File: src/rtl/map_dma_eng_if.sv
`default_nettype none
// ============================================================================
// Module   : map_dma_eng_if
// Purpose  : Bundles the config, stream and memory-bus signals of the
//            map_dma_eng DMA engine.
// Modports : slave  - engine side (consumes config/stream input, drives the
//                     memory bus and the stream output)
//            master - host/environment side (the opposite directions)
// Signals  : cfg_we/cfg_ch/cfg_reg/cfg_dat    config write port
//            ch_busy/ch_done/dma_req          per-channel status
//            wr_dat/wr_vld/wr_rdy             stream-to-memory beats
//            rd_dat/rd_vld/rd_rdy/stream_ch   memory-to-stream beats
//            mem_addr/mem_do/mem_di/mem_ce_*/mem_oe/mem_we  memory bus
// Revision : 1.0 - initial release
// ============================================================================
interface map_dma_eng_if #(
  parameter int CH_NUM = 2,
  parameter int AW     = 23
);
  logic              cfg_we;
  logic [1:0]        cfg_ch;
  logic [1:0]        cfg_reg;
  logic [23:0]       cfg_dat;
  logic [CH_NUM-1:0] ch_busy;
  logic [CH_NUM-1:0] ch_done;
  logic [7:0]        wr_dat;
  logic              wr_vld;
  logic              wr_rdy;
  logic [7:0]        rd_dat;
  logic              rd_vld;
  logic              rd_rdy;
  logic [1:0]        stream_ch;
  logic [AW-1:0]     mem_addr;
  logic [7:0]        mem_do;
  logic [7:0]        mem_di;
  logic              mem_ce_prg;
  logic              mem_ce_chr;
  logic              mem_ce_srm;
  logic              mem_oe;
  logic              mem_we;
  logic              dma_req;

  modport slave (
    input  cfg_we, cfg_ch, cfg_reg, cfg_dat, wr_dat, wr_vld, rd_rdy, mem_di,
    output ch_busy, ch_done, wr_rdy, rd_dat, rd_vld, stream_ch, mem_addr,
           mem_do, mem_ce_prg, mem_ce_chr, mem_ce_srm, mem_oe, mem_we, dma_req
  );

  modport master (
    output cfg_we, cfg_ch, cfg_reg, cfg_dat, wr_dat, wr_vld, rd_rdy, mem_di,
    input  ch_busy, ch_done, wr_rdy, rd_dat, rd_vld, stream_ch, mem_addr,
           mem_do, mem_ce_prg, mem_ce_chr, mem_ce_srm, mem_oe, mem_we, dma_req
  );
endinterface
`default_nettype wire

File: src/rtl/map_dma_eng.sv
`default_nettype none
// ============================================================================
// Module   : map_dma_eng
// Purpose  : Multi-channel byte DMA between a host stream port and the
//            PRG/CHR/SRM memories. Busy channels are serviced one access at
//            a time under round-robin arbitration.
// Ports    : clk, rst (asynchronous, active-high)
//            bus (map_dma_eng_if.slave): config port, channel status,
//            write/read stream handshakes, memory bus with CE/OE/WE strobes.
// Option   : MAP_DMA_FILL_EN - ctrl[5] with dir=1 writes the constant
//            ctrl[15:8] instead of stream data.
// Revision : 1.0 - initial release
// ============================================================================
module map_dma_eng #(
  parameter int CH_NUM  = 2,
  parameter int AW      = 23,
  parameter int LW      = 16,
  parameter int MEM_LAT = 2
) (
  input  logic          clk,
  input  logic          rst,
  map_dma_eng_if.slave  bus
);
  // Channel storage is always sized for the maximum channel count so the
  // 2-bit grant index never runs past an array; unused slots stay idle.
  localparam int CH_MAX = 4;

  typedef enum logic [2:0] {
    S_IDLE    = 3'd0,
    S_ARB     = 3'd1,
    S_WAIT_WR = 3'd2,
    S_ACC     = 3'd3,
    S_HOLD    = 3'd4,
    S_NEXT    = 3'd5
  } state_t;

  state_t          state_q, state_d;
  logic [1:0]      gnt_q, gnt_d;        // channel owning the current access
  logic [1:0]      ptr_q, ptr_d;        // first channel to consider next ARB
  logic [2:0]      lat_q, lat_d;
  logic [AW-1:0]   mem_addr_q, mem_addr_d;
  logic [7:0]      mem_do_q, mem_do_d;
  logic [7:0]      rd_dat_q, rd_dat_d;
  logic [1:0]      stream_ch_q, stream_ch_d;

  logic [AW-1:0]   addr_q [CH_MAX];
  logic [AW-1:0]   addr_d [CH_MAX];
  logic [LW-1:0]   len_q  [CH_MAX];
  logic [LW-1:0]   len_d  [CH_MAX];
  logic [1:0]      tgt_q  [CH_MAX];
  logic [1:0]      tgt_d  [CH_MAX];
  logic [CH_MAX-1:0] dir_q, dir_d, busy_q, busy_d, done_q, done_d, abort_q, abort_d;
`ifdef MAP_DMA_FILL_EN
  logic [CH_MAX-1:0] fill_q, fill_d;
  logic [7:0]      fdat_q [CH_MAX];
  logic [7:0]      fdat_d [CH_MAX];
`endif

  logic            arb_hit;
  logic [1:0]      arb_ch, arb_idx;
  logic            adv_w, fin_w, acc_w, wr_rdy_w, rd_vld_w;
  logic            unused_ok;

  assign unused_ok = ^bus.cfg_dat;

  // Round-robin search starting at ptr_q.
  always_comb begin
    arb_hit = 1'b0;
    arb_ch  = ptr_q;
    arb_idx = 2'd0;
    for (int k = 0; k < CH_NUM; k++) begin
      arb_idx = 2'((int'(ptr_q) + k) % CH_NUM);
      if (!arb_hit && busy_q[arb_idx]) begin
        arb_hit = 1'b1;
        arb_ch  = arb_idx;
      end
    end
  end

  // Access sequencer.
  always_comb begin
    state_d     = state_q;
    gnt_d       = gnt_q;
    ptr_d       = ptr_q;
    lat_d       = lat_q;
    mem_addr_d  = mem_addr_q;
    mem_do_d    = mem_do_q;
    rd_dat_d    = rd_dat_q;
    stream_ch_d = stream_ch_q;
    adv_w       = 1'b0;
    fin_w       = 1'b0;
    acc_w       = 1'b0;
    wr_rdy_w    = 1'b0;
    rd_vld_w    = 1'b0;
    case (state_q)
      S_IDLE: if (|busy_q) state_d = S_ARB;
      S_ARB: begin
        if (arb_hit) begin
          gnt_d       = arb_ch;
          ptr_d       = 2'((int'(arb_ch) + 1) % CH_NUM);
          stream_ch_d = arb_ch;
          mem_addr_d  = addr_q[arb_ch];
          lat_d       = 3'd0;
          if (!dir_q[arb_ch]) begin
            state_d = S_ACC;
          end else begin
`ifdef MAP_DMA_FILL_EN
            if (fill_q[arb_ch]) begin
              mem_do_d = fdat_q[arb_ch];
              state_d  = S_ACC;
            end else begin
              state_d  = S_WAIT_WR;
            end
`else
            state_d = S_WAIT_WR;
`endif
          end
        end else begin
          state_d = S_IDLE;
        end
      end
      S_WAIT_WR: begin
        wr_rdy_w = 1'b1;
        if (bus.wr_vld) begin
          mem_do_d = bus.wr_dat;
          state_d  = S_ACC;
        end else if (abort_q[gnt_q]) begin
          // Aborted while starved: finish without touching memory.
          fin_w   = 1'b1;
          state_d = S_IDLE;
        end
      end
      S_ACC: begin
        acc_w = 1'b1;
        if (lat_q == 3'(MEM_LAT - 1)) begin
          if (dir_q[gnt_q]) begin
            state_d = S_NEXT;
          end else begin
            rd_dat_d = bus.mem_di;
            state_d  = S_HOLD;
          end
        end else begin
          lat_d = lat_q + 3'd1;
        end
      end
      S_HOLD: begin
        rd_vld_w = 1'b1;
        if (bus.rd_rdy) state_d = S_NEXT;
      end
      S_NEXT: begin
        adv_w = 1'b1;
        if (len_q[gnt_q] == LW'(1) || abort_q[gnt_q]) fin_w = 1'b1;
        state_d = S_IDLE;
      end
      default: state_d = S_IDLE;
    endcase
  end

  // Channel registers: sequencer updates first, then config writes so a
  // ctrl write's done-clear overrides a same-cycle completion.
  always_comb begin
    busy_d  = busy_q;
    done_d  = done_q;
    dir_d   = dir_q;
    abort_d = abort_q;
`ifdef MAP_DMA_FILL_EN
    fill_d  = fill_q;
`endif
    for (int i = 0; i < CH_MAX; i++) begin
      addr_d[i] = addr_q[i];
      len_d[i]  = len_q[i];
      tgt_d[i]  = tgt_q[i];
`ifdef MAP_DMA_FILL_EN
      fdat_d[i] = fdat_q[i];
`endif
      if (adv_w && gnt_q == 2'(i)) begin
        addr_d[i] = addr_q[i] + AW'(1);
        len_d[i]  = len_q[i] - LW'(1);
      end
      if (fin_w && gnt_q == 2'(i)) begin
        busy_d[i] = 1'b0;
        done_d[i] = 1'b1;
      end
      if (bus.cfg_we && bus.cfg_ch == 2'(i) && i < CH_NUM) begin
        case (bus.cfg_reg)
          2'd0: if (!busy_q[i]) addr_d[i] = bus.cfg_dat[AW-1:0];
          2'd1: if (!busy_q[i]) len_d[i]  = bus.cfg_dat[LW-1:0];
          2'd2: begin
            done_d[i] = 1'b0;
            if (!busy_q[i]) begin
              dir_d[i] = bus.cfg_dat[1];
              tgt_d[i] = bus.cfg_dat[3:2];
`ifdef MAP_DMA_FILL_EN
              fill_d[i] = bus.cfg_dat[5];
              fdat_d[i] = bus.cfg_dat[15:8];
`endif
              if (bus.cfg_dat[0]) begin
                if (len_q[i] == '0 || bus.cfg_dat[3:2] == 2'd3) done_d[i] = 1'b1;
                else                                             busy_d[i] = 1'b1;
              end
            end else if (bus.cfg_dat[4]) begin
              abort_d[i] = 1'b1;
            end
          end
          default: ;
        endcase
      end
      if (!busy_d[i]) abort_d[i] = 1'b0;
    end
  end

  always_ff @(posedge clk or posedge rst) begin
    if (rst) begin
      state_q     <= S_IDLE;
      gnt_q       <= 2'd0;
      ptr_q       <= 2'd0;
      lat_q       <= 3'd0;
      mem_addr_q  <= '0;
      mem_do_q    <= 8'd0;
      rd_dat_q    <= 8'd0;
      stream_ch_q <= 2'd0;
      busy_q      <= '0;
      done_q      <= '0;
      dir_q       <= '0;
      abort_q     <= '0;
`ifdef MAP_DMA_FILL_EN
      fill_q      <= '0;
`endif
      for (int i = 0; i < CH_MAX; i++) begin
        addr_q[i] <= '0;
        len_q[i]  <= '0;
        tgt_q[i]  <= 2'd0;
`ifdef MAP_DMA_FILL_EN
        fdat_q[i] <= 8'd0;
`endif
      end
    end else begin
      state_q     <= state_d;
      gnt_q       <= gnt_d;
      ptr_q       <= ptr_d;
      lat_q       <= lat_d;
      mem_addr_q  <= mem_addr_d;
      mem_do_q    <= mem_do_d;
      rd_dat_q    <= rd_dat_d;
      stream_ch_q <= stream_ch_d;
      busy_q      <= busy_d;
      done_q      <= done_d;
      dir_q       <= dir_d;
      abort_q     <= abort_d;
`ifdef MAP_DMA_FILL_EN
      fill_q      <= fill_d;
`endif
      for (int i = 0; i < CH_MAX; i++) begin
        addr_q[i] <= addr_d[i];
        len_q[i]  <= len_d[i];
        tgt_q[i]  <= tgt_d[i];
`ifdef MAP_DMA_FILL_EN
        fdat_q[i] <= fdat_d[i];
`endif
      end
    end
  end

  // Strobes are decoded from the sequencer state so reset drops them at once.
  assign bus.ch_busy    = busy_q[CH_NUM-1:0];
  assign bus.ch_done    = done_q[CH_NUM-1:0];
  assign bus.dma_req    = |busy_q;
  assign bus.wr_rdy     = wr_rdy_w;
  assign bus.rd_vld     = rd_vld_w;
  assign bus.rd_dat     = rd_dat_q;
  assign bus.stream_ch  = stream_ch_q;
  assign bus.mem_addr   = mem_addr_q;
  assign bus.mem_do     = mem_do_q;
  assign bus.mem_ce_prg = acc_w && (tgt_q[gnt_q] == 2'd0);
  assign bus.mem_ce_chr = acc_w && (tgt_q[gnt_q] == 2'd1);
  assign bus.mem_ce_srm = acc_w && (tgt_q[gnt_q] == 2'd2);
  assign bus.mem_oe     = acc_w && !dir_q[gnt_q];
  assign bus.mem_we     = acc_w &&  dir_q[gnt_q];
endmodule
`default_nettype wire

File: src/flat_wrapper.sv
// flat-port wrapper written by rule: the top's interface ports become plain ports
module map_dma_eng_flat 
#(
  parameter int CH_NUM  = 2,
  parameter int AW      = 23,
  parameter int LW      = 16,
  parameter int MEM_LAT = 2
)
  (clk, rst, bus_cfg_we, bus_cfg_ch, bus_cfg_reg, bus_cfg_dat, bus_wr_dat, bus_wr_vld, bus_rd_rdy, bus_mem_di, bus_ch_busy, bus_ch_done, bus_wr_rdy, bus_rd_dat, bus_rd_vld, bus_stream_ch, bus_mem_addr, bus_mem_do, bus_mem_ce_prg, bus_mem_ce_chr, bus_mem_ce_srm, bus_mem_oe, bus_mem_we, bus_dma_req);
  map_dma_eng_if #(.CH_NUM(CH_NUM), .AW(AW)) bus_i ();
  input  logic clk;
  input  logic rst;
  input wire logic [$bits(bus_i.cfg_we)-1:0] bus_cfg_we;
  input wire logic [$bits(bus_i.cfg_ch)-1:0] bus_cfg_ch;
  input wire logic [$bits(bus_i.cfg_reg)-1:0] bus_cfg_reg;
  input wire logic [$bits(bus_i.cfg_dat)-1:0] bus_cfg_dat;
  input wire logic [$bits(bus_i.wr_dat)-1:0] bus_wr_dat;
  input wire logic [$bits(bus_i.wr_vld)-1:0] bus_wr_vld;
  input wire logic [$bits(bus_i.rd_rdy)-1:0] bus_rd_rdy;
  input wire logic [$bits(bus_i.mem_di)-1:0] bus_mem_di;
  output wire logic [$bits(bus_i.ch_busy)-1:0] bus_ch_busy;
  output wire logic [$bits(bus_i.ch_done)-1:0] bus_ch_done;
  output wire logic [$bits(bus_i.wr_rdy)-1:0] bus_wr_rdy;
  output wire logic [$bits(bus_i.rd_dat)-1:0] bus_rd_dat;
  output wire logic [$bits(bus_i.rd_vld)-1:0] bus_rd_vld;
  output wire logic [$bits(bus_i.stream_ch)-1:0] bus_stream_ch;
  output wire logic [$bits(bus_i.mem_addr)-1:0] bus_mem_addr;
  output wire logic [$bits(bus_i.mem_do)-1:0] bus_mem_do;
  output wire logic [$bits(bus_i.mem_ce_prg)-1:0] bus_mem_ce_prg;
  output wire logic [$bits(bus_i.mem_ce_chr)-1:0] bus_mem_ce_chr;
  output wire logic [$bits(bus_i.mem_ce_srm)-1:0] bus_mem_ce_srm;
  output wire logic [$bits(bus_i.mem_oe)-1:0] bus_mem_oe;
  output wire logic [$bits(bus_i.mem_we)-1:0] bus_mem_we;
  output wire logic [$bits(bus_i.dma_req)-1:0] bus_dma_req;
  assign bus_i.cfg_we = bus_cfg_we;
  assign bus_i.cfg_ch = bus_cfg_ch;
  assign bus_i.cfg_reg = bus_cfg_reg;
  assign bus_i.cfg_dat = bus_cfg_dat;
  assign bus_i.wr_dat = bus_wr_dat;
  assign bus_i.wr_vld = bus_wr_vld;
  assign bus_i.rd_rdy = bus_rd_rdy;
  assign bus_i.mem_di = bus_mem_di;
  assign bus_ch_busy = bus_i.ch_busy;
  assign bus_ch_done = bus_i.ch_done;
  assign bus_wr_rdy = bus_i.wr_rdy;
  assign bus_rd_dat = bus_i.rd_dat;
  assign bus_rd_vld = bus_i.rd_vld;
  assign bus_stream_ch = bus_i.stream_ch;
  assign bus_mem_addr = bus_i.mem_addr;
  assign bus_mem_do = bus_i.mem_do;
  assign bus_mem_ce_prg = bus_i.mem_ce_prg;
  assign bus_mem_ce_chr = bus_i.mem_ce_chr;
  assign bus_mem_ce_srm = bus_i.mem_ce_srm;
  assign bus_mem_oe = bus_i.mem_oe;
  assign bus_mem_we = bus_i.mem_we;
  assign bus_dma_req = bus_i.dma_req;
  map_dma_eng #(.CH_NUM(CH_NUM), .AW(AW), .LW(LW), .MEM_LAT(MEM_LAT)) u_core (.clk(clk), .rst(rst), .bus(bus_i));
endmodule
File: config.mk
export PLATFORM = sky130hd
export DESIGN_NAME = map_dma_eng_flat
export DESIGN_NICKNAME = d
export VERILOG_FILES = /design/src/rtl/map_dma_eng_if.sv /design/src/rtl/map_dma_eng.sv /design/src/flat_wrapper.sv
export SDC_FILE = /design/constraint.sdc
export NUM_CORES = 1
export LEC_CHECK = 0
export BUFFER_PORTS_ARGS = -buffer_cell sky130_fd_sc_hd__buf_2
export CAP_MARGIN = 20
export CORE_AREA = 2 2 130 132
export DETAILED_ROUTE_END_ITERATION = 16
export DIE_AREA = 0 0 132 134
export PLACE_DENSITY = 0.69
export SLEW_MARGIN = 15
export SYNTH_ARGS = -nofsm -noshare
export SYNTH_HDL_FRONTEND = slang
export SYNTH_SLANG_ARGS = --single-unit
export TNS_END_PERCENT = 5
File: constraint.sdc
create_clock -name clk -period 12.09 [get_ports clk]
set_input_delay 0.6045 -clock clk [delete_from_list [all_inputs] [get_ports clk]]
set_output_delay 0.6045 -clock clk [all_outputs]
set_load 0.03 [all_outputs]
Word level (Yosys, flattened, before mapping)
Index checks and enable logic that the tools add are counted.

Register bits: 217. Bits in latches: 0. RAM bits: 0. Memory bits (read-only): 0. Input bits: 49. Output and inout bits: 53. Word-level logic and storage cells: 206. Memories: 0.

Add/sub/neg operators: 11. $mul: 0. Div/mod/pow operators: 0. Magnitude comparators: 6. Eq/ne operators: 30. Shift operators: 0. Muxes and demuxes: 92. Bitwise logic cells: 7. Reductions and logical operators: 37.

Operator list (number): 2-to-1 mux 23 bit (10); 2-to-1 mux 16 bit (10); adder 23 x 1 -> 23 bit (second input constant) (4); subtractor 16 x 1 -> 16 bit (second input constant) (4); 2-to-1 mux 1 bit (50); binary-select mux 23 bit (select 2 bit) (1); binary-select mux 16 bit (select 2 bit) (1); zero test 16 bit (2); 2-to-1 mux 3 bit (7); inequality test 2 bit (second input constant) (9); equality test 16 x 1 -> 1 bit (second input constant) (1); case mux 3 bit (5 select lines) (1); logical AND 1 bit (14); AND reduction 3 bit (4); AND reduction 4 bit (3); equality test 2 bit (second input constant) (5); 2-to-1 mux 2 bit (5); < comparator 2 x 3 -> 1 bit (second input constant) (3); binary-select mux 1 bit (select 2 bit) (4); equality test 2 x 1 -> 1 bit (second input constant) (4); zero test 2 bit (4); inequality test 2 x 1 -> 1 bit (second input constant) (4); equality test 3 x 1 -> 1 bit (second input constant) (2); equality test 3 x 2 -> 1 bit (second input constant) (2); 18 further kinds (29).

Logic depth before layout (Yosys ltp)
Depth after elaboration: 17. Mapped depth: 7. Mapped depth without buffers: 7.

Worst setup path after synthesis
OpenSTA, ideal clock, no wires.

Kind: flip-flop to flip-flop. Start point: reg u_core.state_q[2]. End point: reg u_core.mem_do_q[0] (netlist: u_core.bus.mem_do[0]). Setup time: 0.128 ns. Arrival time: 2.138 ns. Path slack: 9.824 ns. Stages on the path, launching flop included: 6. Buffers on the path: 2. Period minus slack after synthesis: 2.266 ns. Cells stage by stage: dfrtp_1 buf_2 nor3b_1 and2_1 buf_2 mux2_1.

Word-level cells in the longest chain between the ends: 2.

RTL lines: start, declared (line map_dma_eng.sv:37) `state_t state_q, state_d;`; start signal, assigned (line map_dma_eng.sv:238) `state_q <= state_d;`; equality test 3 x 2 -> 1 bit (line map_dma_eng.sv:95) `case (state_q)`; AND reduction 2 bit (no source line); end signal, assigned (line map_dma_eng.sv:243) `mem_do_q <= mem_do_d;`; end, declared (line map_dma_eng.sv:42) `logic [7:0] mem_do_q, mem_do_d;`.

Every way passes these cells. A chain may end at the register's enable or synchronous reset.

==> impl_metrics.tcl <==
set metrics [dict create \
    cp_top_family "simple AND/OR/NAND/NOR gates" \
    drive_above_1_share_pct 19.63 \
    rsz0062_at_grt "false" \
    synthesis.nets 821 \
    fin_crit_sh_pct 20.95 \
    async_flop_share_pct 100.0 \
    worst_path_max_delay_cell "dfrtp_1" \
    synth_edf_count 0 \
    cts_tree "yes" \
    portBuffers 99 \
    grt-ovfl-total 0 \
    htree_num_levels 4 \
    avgRoutedWirePerCell_um 15.12 \
    grtUsageTotal_pct 19.57 \
    fin_crit_ps 2533 \
    fin_nets 909 \
    syn_avg_cell_area_um2 9.538 \
    crit_required_ps 12370 \
    cap_violations 0 \
    finalWorstSetupSlack_ps 9557 \
    layout_commonest_cell "dfrtp_1" \
    utilization_pct 52.85 \
    grt_antenna_before_repair 0 \
    clock_latency_ps 420 \
    grt_pass1_vias 5476 \
    cp.depth 5 \
    placed_cell_area_um2 7959 \
    r2r_setup_slack_ps 9560 \
    setup_viol 0 \
    cts_resized 0 \
    finalWirelength_um 16420 \
    ff2ff_path_depth 5 \
    relSlewSlack_pct 34.66 \
    power_density_nw_per_um2 261.8 \
    clk_pin_slew_ps 60 \
    fmaxAchievable_ghz 0.3949 \
    io_pins 102 \
    cts_buffers 17 \
    hold_buffers 0 \
    final_cell_mix "dfrtp_1 (137), buf_2 (99), nand2_1 (91)" \
    end_kind "flop" \
    cts_sinks 137 \
    grt_max_degree 78 \
    grt_pass1_wl_um 27610 \
    hpwl_um 11440 \
    max_stage_delay_ps 770 \
    dieArea_um2 17690 \
    worst_slew_pin_slew_ps 977.7 \
    initialDrtViolationCount 393 \
    num_vias 5716 \
    dp_cells 1055 \
    critPathLaunchType "flop" \
    finalHoldViolations 0 \
    startpoint "u_core.gnt_q[0]" \
    crit_arrival_ps 2810 \
    synth_sequential_area_ratio_pct 46.93 \
    antennaDiodeCount 0 \
    total_power_mw 2.254 \
    r2r-end "u_core.addr_q[67]" \
    place_ws_ps 9338 \
    yosysWarnings 0 \
    critPathKind "flop to flop" \
    min_path_type "primary input to async pin" \
    clock_path_buffers 2 \
    final_cells 1086 \
    ir_drop_v 0.0001364 \
    fin_tns_setup_ps 0 \
    outcome "complete, no violations" \
    fillers 1522 \
    start_util_pct 44.85 \
    syn-cell-area_um2 7306 \
    finish.instance_area_um2 8610 \
    synth_seq_cells 137 \
    final_max_slew_viol_count 0 \
    crit_chain "and4b_1 > nand3_2 > nor4_1 > xnor2_1 > a21oi_1" \
    post_cts_buffers 0 \
    hold_ws_ps 248.6 \
    clock_skew_ps 6.266 \
    r2r_start "u_core.gnt_q[0]" \
    drc 0 \
    ant_nets 0 \
    syn_inst 766 \
    vias_per_cell 5.263 \
    gp_congestion 0.7957 \
    path_max_fanout 17 \
    area_growth_pct 17.85 \
    die_x_um 132 \
    die_h_um 134 \
    clockRootBuffer "clkbuf_16" \
    p_leak_nw 3.641 \
    synth_flop_cell "dfrtp_1" \
    critPathBufInv 0 \
    ys_types 65 \
    endpoint "u_core.addr_q[67]" \
    drt-pass1-iter-count 4 \
    num_rows 47 \
    fp.coreArea_um2 16290 \
]
==> routing by layer <==
| layer | global-route usage [%] | wire, µm |
|---|---|---|
| met5 | 0 | 0 |
| met4 | 7.367 | 276 |
| met3 | 4.195 | 699 |
| met2 | 31.45 | 7796 |
| met1 | 26.12 | 7652 |
==> synth_stat cells, types with 4 or more instances <==
library cell	n	area, µm²
nor2_1	88	330.3
dfrtp_1	137	3428
xnor2_1	48	420.4
mux2_2	7	78.83
nor4_2	4	50.05
o21ai_0	7	35.03
nand4_1	11	68.82
nand2b_1	4	25.02
mux2_1	16	180.2
inv_1	19	71.32
nor2b_1	5	31.28
nor3b_1	4	30.03
a21oi_1	56	280.3
or3_1	4	25.02
ha_1	6	75.07
nor4_1	16	100.1
nand3b_1	4	30.03
o21ai_2	6	52.55
nor3_1	21	105.1
mux2i_1	27	270.3
clkbuf_1	23	86.33
buf_2	8	40.04
or4_1	5	37.54
xor2_1	25	219.0
a31oi_1	5	31.28
o21ai_1	39	195.2
and3_1	8	50.05
nand2_1	91	341.6
nand3_1	23	115.1
==> cell type report <==
type | count | area [µm²] | area share, %
clock buffer | 19 | 452.9 | 5.261
clock inverter | 12 | 197.7 | 2.296
inverter | 20 | 80.08 | 0.9301
multi-input combinational | 574 | 3642 | 42.30
sequential | 137 | 3428 | 39.82
tap | 220 | 275.3 | 3.197
timing repair buffer | 104 | 533.0 | 6.191
==> cell families (layout without fill, tap and decap cells) <==
family | after synthesis | after routing | share of synthesized area [%]
and+or+nand+nor | 316 | 316 | 22.86
xor gates and xnor gates | 73 | 73 | 8.751
AOI/OAI and AO/OA | 127 | 127 | 9.779
buffers and inverters | 55 | 155 | 3.220
muxes | 50 | 50 | 7.244
adders and majority gates | 7 | 7 | 1.165
DFF | 137 | 137 | 46.93
other | 1 | 1 | 0.05133
==> sequential cells by signal (all words and copies together) (netlist names) <==
signal	count
u_core.bus.mem_do	8
u_core.bus.mem_addr	23
u_core.lat_q	3
u_core.len_q	32
u_core.bus.rd_dat	8
u_core.addr_q	46
u_core.dir_q	2
u_core.abort_q	2
u_core.state_q	3
u_core.busy_q	2
u_core.gnt_q	1
u_core.tgt_q	4
u_core.ptr_q	1
u_core.done_q	2
==> worst min-delay path by stage <==
stage / startpoint / end / depth (start not counted)
floorplan: u_core.abort_q[1] / u_core.abort_q[1] / 1
global placement: u_core.bus.mem_addr[6] / u_core.bus.mem_addr[6] / 2
detailed placement: u_core.bus.mem_do[3] / u_core.bus.mem_do[3] / 1
CTS: rst / u_core.bus.mem_do[7] / 2
global route: rst / u_core.bus.mem_addr[1] / 2
finish: rst / u_core.state_q[0] / 2
==> power by group <==
| group | internal, mW | leakage, nW | switching (mW) |
|---|---|---|---|
| clock | 0.375 | 0.315 | 0.197 |
| sequential | 0.649 | 1.53 | 0.195 |
| combinational | 0.328 | 1.80 | 0.511 |
| total | 1.35 | 3.64 | 0.903 |
Power figures use the tool's default switching activity.
